`src/rtl/seq_divider.sv`:
```
// Sequential signed 32-bit divider: restoring division on operand magnitudes,
// followed by a sign-fix cycle. Quotient truncates toward zero; remainder follows dividend.
module seq_divider (
    input  logic        clk,
    input  logic        reset,
    input  logic        start,
    input  logic [31:0] dividend,
    input  logic [31:0] divisor,
    output logic        busy,
    output logic        done,
    output logic        div_by_zero,
    output logic [31:0] quotient,
    output logic [31:0] remainder
);

    typedef enum logic [1:0] {StIdle, StCalc, StFix, StDone} state_e;

    state_e      state_q, state_d;
    logic [5:0]  count_q;
    logic [31:0] dvd_q;   // dividend magnitude shifts out of the top, quotient bits in at the bottom
    logic [31:0] dsr_q;
    logic [31:0] rem_q;
    logic        sign_a_q, sign_b_q;
    logic        dbz_q;
    logic [31:0] quotient_q, remainder_q;

    logic        accept;
    logic [32:0] shifted;
    logic [32:0] trial;
    logic [31:0] abs_dividend, abs_divisor;

    assign accept = start && ((state_q == StIdle) || (state_q == StDone));

    always_comb begin
        abs_dividend = dividend[31] ? (~dividend + 32'd1) : dividend;
        abs_divisor  = divisor[31]  ? (~divisor + 32'd1)  : divisor;
        shifted      = {rem_q, dvd_q[31]};
        // Remainder stays below 2^32, so a borrow always lands in bit 32.
        trial        = shifted - {1'b0, dsr_q};
    end

    always_comb begin
        state_d = state_q;
        case (state_q)
            StIdle:  if (accept) state_d = (divisor == 32'd0) ? StDone : StCalc;
            StCalc:  if (count_q == 6'd1) state_d = StFix;
            StFix:   state_d = StDone;
            StDone: begin
                if (accept) state_d = (divisor == 32'd0) ? StDone : StCalc;
                else        state_d = StIdle;
            end
            default: state_d = StIdle;
        endcase
    end

    always_ff @(posedge clk or negedge reset) begin
        if (!reset) begin
            state_q <= StIdle;
        end else begin
            state_q <= state_d;
        end
    end

    always_ff @(posedge clk or negedge reset) begin
        if (!reset) begin
            count_q     <= 6'd0;
            dvd_q       <= 32'd0;
            dsr_q       <= 32'd0;
            rem_q       <= 32'd0;
            sign_a_q    <= 1'b0;
            sign_b_q    <= 1'b0;
            dbz_q       <= 1'b0;
            quotient_q  <= 32'd0;
            remainder_q <= 32'd0;
        end else if (accept) begin
            dbz_q <= (divisor == 32'd0);
            if (divisor != 32'd0) begin
                dvd_q    <= abs_dividend;
                dsr_q    <= abs_divisor;
                rem_q    <= 32'd0;
                sign_a_q <= dividend[31];
                sign_b_q <= divisor[31];
                count_q  <= 6'd32;
            end
        end else if (state_q == StCalc) begin
            if (trial[32]) begin
                rem_q <= shifted[31:0];
                dvd_q <= {dvd_q[30:0], 1'b0};
            end else begin
                rem_q <= trial[31:0];
                dvd_q <= {dvd_q[30:0], 1'b1};
            end
            count_q <= count_q - 6'd1;
        end else if (state_q == StFix) begin
            quotient_q  <= (sign_a_q ^ sign_b_q) ? (~dvd_q + 32'd1) : dvd_q;
            remainder_q <= sign_a_q ? (~rem_q + 32'd1) : rem_q;
        end
    end

    assign busy        = (state_q == StCalc) || (state_q == StFix);
    assign done        = (state_q == StDone);
    assign div_by_zero = dbz_q;
    assign quotient    = quotient_q;
    assign remainder   = remainder_q;

endmodule

```
`config.mk`:
```
export PLATFORM = sky130hd
export DESIGN_NAME = seq_divider
export DESIGN_NICKNAME = d
export VERILOG_FILES = /design/src/rtl/seq_divider.sv
export SDC_FILE = /design/constraint.sdc
export NUM_CORES = 1
export LEC_CHECK = 0
export CORE_ASPECT_RATIO = 1.25
export CORE_MARGIN = 2
export CORE_UTILIZATION = 35
export DETAILED_ROUTE_END_ITERATION = 16
export PLACE_DENSITY_LB_ADDON = 0.1
export RECOVER_POWER = 50
export SLEW_MARGIN = 5
export SYNTH_ARGS = -nofsm -noshare
export SYNTH_HDL_FRONTEND = slang
export SYNTH_SLANG_ARGS = --single-unit
export TNS_END_PERCENT = 5
```
`constraint.sdc`:
```
create_clock -name clk -period 9.12 [get_ports clk]
set_clock_uncertainty 0.2 [all_clocks]
set_input_delay 1.368 -clock clk [delete_from_list [all_inputs] [get_ports clk]]
set_output_delay 1.368 -clock clk [all_outputs]
set_load 0.01 [all_outputs]
```
Yosys cells after proc, flatten, opt, wreduce, memory -nomap -nowiden
Cells that the tools add are included.
{"block": "classes", "bitwise_logic": 7, "shifts": 0, "eq_ne": 7, "mux": 20, "n_reduce_logical": 11, "n_addsub": 6, "n_div": 0, "multipliers": 0, "n_lt_le_gt_ge": 0}
{"cell": "$mux 32", "count": 11}
{"cell": "$add 32x1->32 const B", "count": 4}
{"cell": "$not 32->32", "count": 4}
{"cell": "$sub 33x32->33", "count": 1}
{"cell": "$logic_not 32->1", "count": 1}
{"cell": "$reduce_bool 32->1", "count": 1}
{"cell": "$mux 6", "count": 3}
{"cell": "$mux 2", "count": 4}
{"cell": "$pmux 2 s4", "count": 1}
{"cell": "$eq 6x1->1 const B", "count": 1}
{"cell": "$reduce_and 2->1", "count": 3}
{"cell": "$sub 6x1->6 const B", "count": 1}
{"cell": "$eq 2x2->1 const B", "count": 2}
{"cell": "$ne 2x2->1 const B", "count": 2}
{"cell": "$reduce_and 3->1", "count": 1}
{"cell": "$eq 2x1->1 const B", "count": 1}
{"cell": "$logic_not 2->1", "count": 1}
{"cell": "$logic_or 1x1->1", "count": 2}
{"cell": "$ne 2x1->1 const B", "count": 1}
{"cell": "$not 1->1", "count": 2}
{"cell": "$reduce_bool 2->1", "count": 1}
{"cell": "$logic_and 1x1->1", "count": 1}
{"cell": "$mux 1", "count": 1}
{"cell": "$xor 1x1->1", "count": 1}
{"block": "word_totals", "wordCells": 61, "output_inout_bits": 67, "mem_bits_rw": 0, "rom_bits": 0, "mem_count": 0, "regBits": 171, "latchBits": 0}

Logic depth before layout (Yosys ltp)
Gate-level depths: netlist of run 1.
{"block": "logic_depth", "word_depth": 5, "mapped_depth": 13, "mapped_depth_nobuf": 12}

Worst setup path after synthesis of run 1
OpenSTA, ideal clock, no wires.
{"block": "synth_path", "path_type": "input port to flip-flop", "start": "in divisor[7]", "end": "reg dvd_q[10]", "setup_time_ns": 0.133, "t_required_ns": 8.787, "t_arrival_ns": 4.014, "cell_stages": 9, "path_slack_ns": 4.773, "cell_sequence": "or4_1 -> or3_1 -> or4_1 -> or4_1 -> nor4_1 -> nand2_1 -> o21ai_2 -> clkbuf_1 -> o21ai_0"}
{"block": "synth_via", "elab_chain_cells": 3}
{"item": "start, declared", "line_no": "8", "text": "input logic [31:0] divisor,"}
{"item": "$reduce_bool 32->1", "line_no": "77", "text": "if (divisor != 32'd0) begin"}
{"item": "$ne 2x1->1 (no line)"}
{"item": "$reduce_and 2->1 (no line)"}
{"item": "end signal, assigned", "line_no": "78", "text": "dvd_q <= abs_dividend;"}
{"item": "end signal, assigned", "line_no": "88", "text": "dvd_q <= {dvd_q[30:0], 1'b0};"}
{"item": "end signal, assigned", "line_no": "91", "text": "dvd_q <= {dvd_q[30:0], 1'b1};"}
{"item": "end, declared", "line_no": "20", "text": "logic [31:0] dvd_q;"}
No other way between the ends.
A chain may end at the register's enable or synchronous reset.

==> summary.md, run 1 <==
| Metric | Value |
|---|---|
| Synth Flop Type | `dfrtp_1` |
| Post-layout nets | `1569` |
| Cell Chain, Critical Path | `clkbuf_1 -> clkbuf_1` |
| Startpoint types | `input port` |
| Critical path's top delay family | `buffers and inverters` |
| DR WL/cell | `15.81 um` |
| Most common cell on crit path | `clkbuf_1` |
| Peak VDD IR | `148.1 uV` |
| CTS buffer count | `17` |
| # diodes | `0` |
| Seq/Total Area, Yosys | `0.3786` |
| Post-route ant nets | `0` |
| Leakage | `5.735 nW` |
| Die X | `164.7 um` |
| Antenna violations before repair | `0` |
| Largest net degree at the start of global routing | `81` |
| Fill cells | `3246` |
| Avg Inst Size Synth | `8.251 um2` |
| Syn_nets | `1480` |
| Data required, critical path | `8980 ps` |
| Syn-to-layout area delta | `20.62%` |
| Row cnt | `73` |
| Status | `finished, violations left` |
| Minimum clock period | `5684 ps` |
| Headroom to the max-slew limit | `-1.208` |
| R2R Setup Slk | `4180 ps` |
| Slowest cell on crit path | `clkbuf_1` |
| Cell count after synthesis | `1370` |
| Initial drt markers | `553` |
| Least-Margin Pin Slew | `3313 ps` |
| Via count | `9629` |
| Top Ports | `134` |
| Clock-pin slew on the worst setup and hold paths | `60 ps` |
| Hold Buf Count CTS | `0` |
| Final Instance Area | `0.01363 mm2` |
| Final wirelength | `29.79 mm` |
| Root buf cell | `clkbuf_16` |
| Netlist cell types | `63` |
| DRC | `0` |
| GPL Wtd Cong | `0.8597` |
| Vias in the first global route | `9204` |
| Clock Tree Buf Depth | `2` |
| PwrDens | `394.8 mW/mm2` |
| Skew-Pair Late Insertion Delay | `440 ps` |
| RSZ-0062 raised after global routing | `no` |
| Placed cells | `1852` |
| Die H | `204.9 um` |
| Critical path class | `input port to async pin` |
| Synthesized flop and latch total | `171` |
| PortBufs | `133` |
| GR Util All Layers | `0.1807` |
| CP Max Fanout | `60` |
| TritonRoute pass-1 iters | `5` |
| CP max stage delay | `2290 ps` |
| HP Class | `flip-flop to flip-flop` |
| Initial core utilization | `0.3556` |
| Failing checks | `max-capacitance violations, max-slew violations` |
| Clock sinks | `171` |
| Critical path arrival | `5540 ps` |
| Vias per std cell | `5.111` |
| FFs w/ async S/R, synth | `1.000` |
| Critical path capture point type | `async pin` |
| Layout cells sized above 1 | `0.04348` |
| DP Area | `0.01300 mm2` |
| Most common cell after layout, fill and taps aside | `dfrtp_1` |
| Clock H-tree levels | `4` |
| Cell Area, Synth | `0.01130 mm2` |
| Final cycle utilization of the critical path | `0.6232` |
| Slew Viols, Final | `235` |
| Count of flip-flops with a built-in enable after synthesis | `0` |
| Setup WS post-layout | `3436 ps` |
| Final hold slack | `279.1 ps` |
| CTS resizes | `0` |
| First-pass GRT wire length | `48.20 mm` |
| Maximum clock rate | `175.9 MHz` |
| Yosys warnings | `0` |
| Final hold violations | `0` |
| TNS Setup | `0 ps` |
| Setup Fix Bufs, Post-CTS | `0` |
| Setup violators final | `0` |
| GRT overflow | `0` |
| Pre-CTS setup slack | `3197 ps` |
| Max-cap violations | `4` |
| Commonest cells after routing, fill and taps aside | `171 x dfrtp_1, 157 x nand2_1, 148 x o21ai_0, 141 x nor2_1, 139 x a21oi_1` |
| CP bufs+invs | `2` |
| CTS tree | `yes` |
| Core Box Area | `0.03179 mm2` |
| Die area | `0.03376 mm2` |
| Post-Layout Cell Count | `1884` |
| Post-DP HPWL | `22.35 mm` |
[per-layer routing]
metal,vias up,routed length (um),global-route usage
met5,-,0,0
met4,0,477,0.05342
met3,28,1030,0.02673
met2,176,14060,0.3019
met1,4431,14220,0.2415
li1,4994,-,-
[flip-flops by register name, indices dropped and copies added, names as in the netlist]
name and cells:
dsr_q 32, state_q 2, remainder 32, sign_b_q 1, quotient 32, dvd_q 32
sign_a_q 1, rem_q 32, count_q 6, div_by_zero 1
[cell families (layout without fill, tap and decap cells)]
group | after synthesis | in the layout | synth area share
simple gates | 452 | 452 | 0.1853
compound gates | 405 | 405 | 0.2090
flops | 171 | 171 | 0.3786
xor+xnor | 142 | 142 | 0.1100
buf+inv | 130 | 232 | 0.04417
fa+ha+maj | 43 | 43 | 0.04826
mux | 27 | 27 | 0.02468
[metrics by stage]
stage | util | total power, mW
6_report | 0.4289 | 5.382
5_1_grt | 0.4289 | 5.917
4_1_cts | 0.4301 | 5.451
3_5_place_dp | 0.4090 | 4.597
3_3_place_gp | 0.4090 | 4.573
2_1_floorplan | - | 3.614
[path summary, 6_finish.rpt]
kind                            start      endpoint  cells after the start
setup / recovery                reset     dsr_q[27]                      2
hold / removal              dsr_q[25]     dsr_q[25]                      2
setup reg to reg           state_q[0]   quotient[0]                      4
hold reg to reg             dsr_q[25]     dsr_q[25]                      2
max in group clk           divisor[6]     dvd_q[17]                     10
min in group asynchronous       reset  quotient[28]                      1
[layout make-up]
| cell class | instances | area [um2] | share of cell area |
|---|---|---|---|
| multi-input cells | 1069 | 6555 | 0.4808 |
| clock buffers | 22 | 484.2 | 0.03551 |
| well taps | 412 | 515.5 | 0.03781 |
| flip-flops and latches | 171 | 4279 | 0.3138 |
| inverters | 53 | 198.9 | 0.01459 |
| clock inverters | 10 | 186.4 | 0.01367 |
| repair buffers | 147 | 1415 | 0.1038 |
[worst register-to-register path: stages (launching register included)]
cell	delay [ps]
dfrtp_1	400
inv_1	130
ha_1	1540
clkbuf_1	2050
mux2_2	510
[synth_stat cells, types with 9 or more instances]
cell      instances  share of area
nor4_1           14         0.0077
o21ai_0         148          0.066
ha_1             42          0.046
nand3_1          25          0.011
xor2_1           89          0.069
buf_2             9         0.0040
or4_1            20          0.013
mux2i_1          23          0.020
nand2b_1         17         0.0094
nor2_1          142          0.047
inv_1            53          0.018
or3_1            15         0.0083
nor3_1           15         0.0066
nand2_1         157          0.052
o41ai_1          16          0.012
dfrtp_1         171           0.38
a31oi_1          19          0.011
a21oi_1         139          0.062
xnor2_1          53          0.041
nand4_1           9         0.0050
o31ai_1          29          0.019
clkbuf_1         62          0.021
[power by group]
part	internal, mW	switching, mW	total (mW)	leakage (nW)
Sequential	1.11	0.329	1.44	2.11
Combinational	1.34	1.78	3.12	3.31
Clock	0.515	0.313	0.828	0.319
(Power assumes the default switching activity.)
==> run 2: changes to the inputs <==
- clock period: 9.12 -> 5.3 ns (I/O delays scaled with it)
==> run 2 against run 1 <==
Net effect: the flow still finishes with violations (max-capacitance violations, max-slew violations); core utilization grew 0.059 points; final area rose by 0.14%; total power is 72% higher; register-to-register slack lost 3000 ps; clock-buffer cell count shrank 1; die area unchanged; sequential share of layout area hardly changed; sequential power grew 72%; non-clock buffer count is 5 higher; setup slack worse by 2500 ps; via count grew 2.2%; critical path depth grew 10; largest cell class unchanged.
==> summary.md, run 2 (same netlist as run 1, synthesis figures left out) <==
| Metric | Value |
|---|---|
| CTS buffer count | `17 (unchanged)` |
| Vias per std cell | `5.208 (+1.9%)` |
| Final hold violations | `0 (unchanged)` |
| Core Box Area | `0.03179 mm2 (unchanged)` |
| Met1 WL | `14.30 mm (+0.61%)` |
| Data required, critical path | `5460 ps (-3520 ps)` |
| Die H | `204.9 um (unchanged)` |
| Hold Path Cell Cnt | `2 (unchanged)` |
| Pre-CTS setup slack | `499.4 ps (-2698 ps)` |
| Hold Buf Count CTS | `0 (unchanged)` |
| Routed wl met3 | `1.027 mm (-0.29%)` |
| Cell Chain, Critical Path | `clkdlybuf4s50_1 -> or4_1 -> or3_1 -> or4_1 -> or4_1 -> nor4_1 -> buf_4 -> nand2_1 -> o21ai_4 -> buf_4 -> a2bb2oi_1 -> o21ai_0` |
| DRC | `0 (unchanged)` |
| Top Ports | `134 (unchanged)` |
| CP endpoint | `rem_q[28]` |
| Clock sinks | `171 (unchanged)` |
| Setup Fix Bufs, Post-CTS | `0 (unchanged)` |
| GRT overflow | `0 (unchanged)` |
| CP max stage delay | `590 ps (-1700 ps)` |
| Leakage | `5.765 nW (+0.52%)` |
| Max-cap violations | `2 (-2)` |
| Initial core utilization | `0.3556 (unchanged)` |
| Clock H-tree levels | `4 (unchanged)` |
| Initial drt markers | `531 (-4.0%)` |
| PwrDens | `677.1 mW/mm2 (+72%)` |
| Peak VDD IR | `341.9 uV (+130%)` |
| Critical path capture point type | `flip-flop` |
| Maximum clock rate | `231.3 MHz` |
| Minimum clock period | `4324 ps` |
| Root buf cell | `clkbuf_16` |
| Syn-to-layout area delta | `20.79%` |
| Layout cells sized above 1 | `0.04942 (+0.005946)` |
| Final wirelength | `30.27 mm (+1.6%)` |
| Least-Margin Pin Slew | `2492 ps (-820.7 ps)` |
| Top Layer Used | `met4` |
| Post-layout nets | `1574 (+0.32%)` |
| Post-DP HPWL | `22.61 mm (+1.2%)` |
| Headroom to the max-slew limit | `-0.6613 (+0.5472)` |
| First-pass GRT wire length | `49.47 mm (+2.6%)` |
| Clock Tree Buf Depth | `2 (unchanged)` |
| GPL Wtd Cong | `0.8320 (-3.2%)` |
| Fin util | `0.4295 (+0.0005910)` |
| Die X | `164.7 um (unchanged)` |
| GR Util All Layers | `0.1849 (+0.004226)` |
| Via count | `9837 (+2.2%)` |
| CTS tree | `yes` |
| CTS resizes | `0 (unchanged)` |
| CP startpoint | `divisor[6]` |
| TNS Setup | `0 ps (unchanged)` |
| Most common cell after layout, fill and taps aside | `dfrtp_1` |
| Commonest cells after routing, fill and taps aside | `171 x dfrtp_1, 157 x nand2_1, 148 x o21ai_0, 141 x nor2_1, 139 x a21oi_1` |
| Skew-Pair Late Insertion Delay | `440 ps (about the same)` |
| Sw Pwr | `4.204 mW (+74%)` |
| Largest net degree at the start of global routing | `100 (+23%)` |
| Startpoint types | `input port` |
| Flop pwr share | `0.269 (+0.002)` |
| Post-route ant nets | `0 (unchanged)` |
| Critical path arrival | `4490 ps (-1050 ps)` |
| Combinational power share | `0.585 (+0.006)` |
| # diodes | `0 (unchanged)` |
| Failing checks | `max-capacitance violations, max-slew violations` |
| Antenna violations before repair | `0 (unchanged)` |
| Sw frac | `0.4548 (+0.004673)` |
| Pint | `5.040 mW (+70%)` |
| Final cycle utilization of the critical path | `0.8158` |
| Met2 wire length | `14.57 mm (+3.6%)` |
| R2R Setup Slk | `1160 ps (-3020 ps)` |
| Most common cell on crit path | `or4_1` |
| RSZ-0062 raised after global routing | `no` |
| Setup WS post-layout | `976.0 ps (-2460 ps)` |
| HP Class | `flip-flop to flip-flop` |
| Power share of the clock group | `0.146 (-0.008)` |
| Clock-pin slew on the worst setup and hold paths | `60 ps (about the same)` |
| CP Max Fanout | `32 (-47%)` |
| Slew Viols, Final | `168 (-29%)` |
| Critical path class | `input port to flip-flop` |
| Status | `finished, violations left` |
| PortBufs | `133 (unchanged)` |
| Reg2reg path depth | `11 (+7)` |
| DR WL/cell | `16.02 um (+1.3%)` |
| RR Startpoint | `rem_q[21]` |
| Vias in the first global route | `9340 (+1.5%)` |
| Row cnt | `73 (unchanged)` |
| TritonRoute pass-1 iters | `7 (+2)` |
| Slowest cell on crit path | `or4_1` |
| Setup violators final | `0 (unchanged)` |
| Die area | `0.03376 mm2 (unchanged)` |
| Reg2Reg Capture Point | `rem_q[3]` |
[run 2: changes by cell type in the layout (fill, tap and decap cells not counted)]
cell,previous run,this run
buf_4,10,16
bufinv_16,5,4
clkinv_4,1,2
dlygate4sd3_1,3,19
clkinv_2,1,3
clkbuf_1,6,2
clkinvlp_4,3,2
buf_12,0,1
clkbuf_2,0,3
clkbuf_8,4,2
clkdlybuf4s50_1,129,113
[run 2: critical path: cells and delay by family]
| family | cells | cell delay [ps] |
|---|---|---|
| AO/OA/AOI/OAI | 3 | 470 |
| buffers and inverters | 3 | 970 |
| AND/OR/NAND/NOR | 6 | 2240 |
[run 2: worst min-delay path by stage]
stage	from	to	slack [ps]
after floorplan	dsr_q[30]	dsr_q[30]	250
after global placement	dsr_q[30]	dsr_q[30]	260
after detailed placement	dsr_q[25]	dsr_q[25]	270
after CTS	dsr_q[25]	dsr_q[25]	290
after global routing	dsr_q[30]	dsr_q[30]	320
final	dsr_q[25]	dsr_q[25]	280
[run 2: area by class of cell]
class	instances	area, um2
clock inverters	11	167.7
well taps	412	515.5
flip-flops and latches	171	4279
inverters	53	198.9
clock buffers	21	460.4
multi-input cells	1069	6555
fillers	3265	18130
repair buffers	152	1476
[run 2: power by group through the flow]
stage,sequential (mW),combinational [mW],clock [mW]
final,2.48,5.41,1.35
after global placement,2.50,5.41,0
after floorplan,2.42,3.80,0
after global routing,2.58,6.14,1.44
after detailed placement,2.51,5.45,0
after CTS,2.49,5.48,1.39
[run 2: metrics by stage]
step                      hold WS, ps  instances  cell area (um2)  total power [mW]
after global placement          263.4       1857            13050             7.910
after detailed placement        270.6       1857            13050             7.966
after floorplan                 249.8       1370            11300             6.219
after CTS                       285.4       1889            13680             9.365
after global routing            318.6       1889            13650             10.16
final                           282.0       1889            13650             9.244
[run 2: metal layers]
layer / vias to the layer above / track usage
li1: 5010 / -
met1: 4621 / 0.2480
met2: 182 / 0.3116
met3: 24 / 0.02835
met4: 0 / 0.04565
met5: - / 0
==> run 3: changes to the inputs <==
- clock period: 5.3 -> 4.38 ns (I/O delays scaled with it)
==> run 3 against run 2 <==
Net effect: the flow still finishes with violations (max-capacitance violations, max-slew violations); die area unchanged; largest power group unchanged; flip-flop and latch count unchanged; final area grew 0.71%; worst hold slack improved by 0.83 ps; clock power increased by 16%; total power increased by 22%; global-route usage is 0.096 points higher.
==> summary.md, run 3 (same netlist as run 1, synthesis figures left out) <==
| Metric | Value |
|---|---|
| CP endpoint | `dvd_q[11]` |
| Hold Buf Count CTS | `0 (unchanged)` |
| CTS resizes | `0 (unchanged)` |
| # diodes | `0 (unchanged)` |
| Via count | `9868 (+0.32%)` |
| Setup violators final | `0 (unchanged)` |
| Initial core utilization | `0.3556 (unchanged)` |
| Least-Margin Pin Slew | `2574 ps (+82.54 ps)` |
| Clock H-tree levels | `4 (unchanged)` |
| Startpoint types | `input port` |
| Skew-Pair Late Insertion Delay | `430 ps (about the same)` |
| Row cnt | `73 (unchanged)` |
| Reg2reg path depth | `11 (unchanged)` |
| RSZ-0062 raised after global routing | `no` |
| DR WL/cell | `16.01 um (about the same)` |
| DP Area | `0.01319 mm2 (+1.1%)` |
| Met2 wire length | `14.80 mm (+1.6%)` |
| Top Layer Used | `met4` |
| Status | `finished, violations left` |
| Die area | `0.03376 mm2 (unchanged)` |
| TritonRoute pass-1 iters | `5 (-2)` |
| Leakage | `5.827 nW (+1.1%)` |
| R2R Setup Slk | `460 ps (-700 ps)` |
| Placed cells | `1867 (+0.54%)` |
| Maximum clock rate | `254.2 MHz` |
| First-pass GRT wire length | `49.90 mm (+0.88%)` |
| Critical path class | `input port to flip-flop` |
| Most common cell after layout, fill and taps aside | `dfrtp_1` |
| PortBufs | `133 (unchanged)` |
| Failing checks | `max-capacitance violations, max-slew violations` |
| Max-cap violations | `3 (+1)` |
| Final hold slack | `282.8 ps (+0.8330 ps)` |
| Final cycle utilization of the critical path | `0.8982` |
| CP Max Fanout | `39 (+22%)` |
| Fin util | `0.4326 (+0.003070)` |
| Die X | `164.7 um (unchanged)` |
| Met1 WL | `14.40 mm (+0.67%)` |
| CP startpoint | `divisor[7]` |
| Vias per std cell | `5.196 (-0.21%)` |
| Core Box Area | `0.03179 mm2 (unchanged)` |
| CTS tree | `yes` |
| Setup Fix Bufs, Post-CTS | `0 (unchanged)` |
| TNS Setup | `0 ps (unchanged)` |
| Commonest cells after routing, fill and taps aside | `171 x dfrtp_1, 157 x nand2_1, 148 x o21ai_0, 141 x nor2_1, 139 x a21oi_1` |
| DRC | `0 (unchanged)` |
| Slew Viols, Final | `214 (+27%)` |
| Clock sinks | `171 (unchanged)` |
| Top Ports | `134 (unchanged)` |
| Post-DP HPWL | `22.74 mm (+0.55%)` |
| Clock Tree Buf Depth | `2 (unchanged)` |
| Critical path capture point type | `flip-flop` |
| RR Startpoint | `rem_q[23]` |
| Data required, critical path | `4490 ps (-970 ps)` |
| GRT overflow | `0 (unchanged)` |
| Setup WS post-layout | `445.8 ps (-530.2 ps)` |
| HP Class | `flip-flop to flip-flop` |
| Antenna violations before repair | `0 (unchanged)` |
| Vias in the first global route | `9626 (+3.1%)` |
| Final wirelength | `30.41 mm (+0.45%)` |
| GPL Wtd Cong | `0.8173 (-1.8%)` |
| Final Instance Area | `0.01375 mm2 (+0.71%)` |
| CTS buffer count | `17 (unchanged)` |
| Reg2Reg Capture Point | `rem_q[28]` |
| Clock-pin slew on the worst setup and hold paths | `70 ps (about the same)` |
| Fill cells | `3242 (-0.70%)` |
| Minimum clock period | `3934 ps` |
| GR Util All Layers | `0.1858 (+0.0009637)` |
| Critical path arrival | `4040 ps (-450 ps)` |
| Post-Layout Cell Count | `1899 (+0.53%)` |
| Syn-to-layout area delta | `21.65%` |
| Headroom to the max-slew limit | `-0.7163 (-0.05503)` |
| Layout cells sized above 1 | `0.05649 (+0.007065)` |
| Largest net degree at the start of global routing | `77 (-23%)` |
| Post-route ant nets | `0 (unchanged)` |
| Pre-CTS setup slack | `28.62 ps (-470.7 ps)` |
| Routed wl met3 | `899 um (-12%)` |
| Die H | `204.9 um (unchanged)` |
| Post-layout nets | `1584 (+0.64%)` |
| Final hold violations | `0 (unchanged)` |
| Initial drt markers | `551 (+3.8%)` |
| PwrDens | `820.3 mW/mm2 (+21%)` |
| Root buf cell | `clkbuf_16` |
| Tot Pwr | `11.28 mW (+22%)` |
| Peak VDD IR | `346.6 uV (+1.4%)` |
[run 3: cell types whose count changed in the layout (fill, tap and decap cells not counted)]
cell and delta:
clkdlybuf4s50_1 -5, buf_12 +4, clkinv_4 -2, buf_4 +6
clkinv_2 +3, dlygate4sd3_1 +5, inv_6 +1, clkbuf_1 -1
bufinv_16 -1
[run 3: cell type report]
class | instances | area [um2] | share of cell area
clock buffers | 20 | 456.7 | 0.03321
clock inverters | 12 | 143.9 | 0.01046
inverters | 53 | 198.9 | 0.01447
multi-input cells | 1069 | 6555 | 0.4767
flip-flops and latches | 171 | 4279 | 0.3112
well taps | 412 | 515.5 | 0.03749
repair buffers | 162 | 1602 | 0.1165
[run 3: worst min path at each step]
stage / from / to / depth (start not counted)
detailed placement: dsr_q[25] / dsr_q[25] / 2
finish: dsr_q[27] / dsr_q[27] / 2
floorplan: reset / count_q[0] / 0
global route: dsr_q[27] / dsr_q[27] / 2
CTS: reset / quotient[28] / 1
global placement: dsr_q[29] / dsr_q[29] / 2
[run 3: critical path, stage by stage]
cell             delay, ps
clkdlybuf4s50_1        410
or4_1                  590
or3_1                  350
or4_1                  470
or4_1                  450
nor4_1                 250
buf_4                  190
nand2_1                120
o21ai_4                210
buf_12                 220
o21ai_0                110
[run 3: power by group]
| group | switching (mW) | total (mW) | internal, mW | leakage (nW) |
|---|---|---|---|---|
| registers | 0.691 | 3.00 | 2.31 | 2.11 |
| logic | 3.81 | 6.71 | 2.90 | 3.43 |
| clock network | 0.650 | 1.57 | 0.924 | 0.296 |
| total | 5.15 | 11.3 | 6.13 | 5.83 |
[run 3: routing by layer]
metal | vias up | GRT usage
met5 | - | 0
met4 | 0 | 0.04565
met3 | 22 | 0.02490
met2 | 173 | 0.3195
met1 | 4634 | 0.2462
li1 | 5039 | -
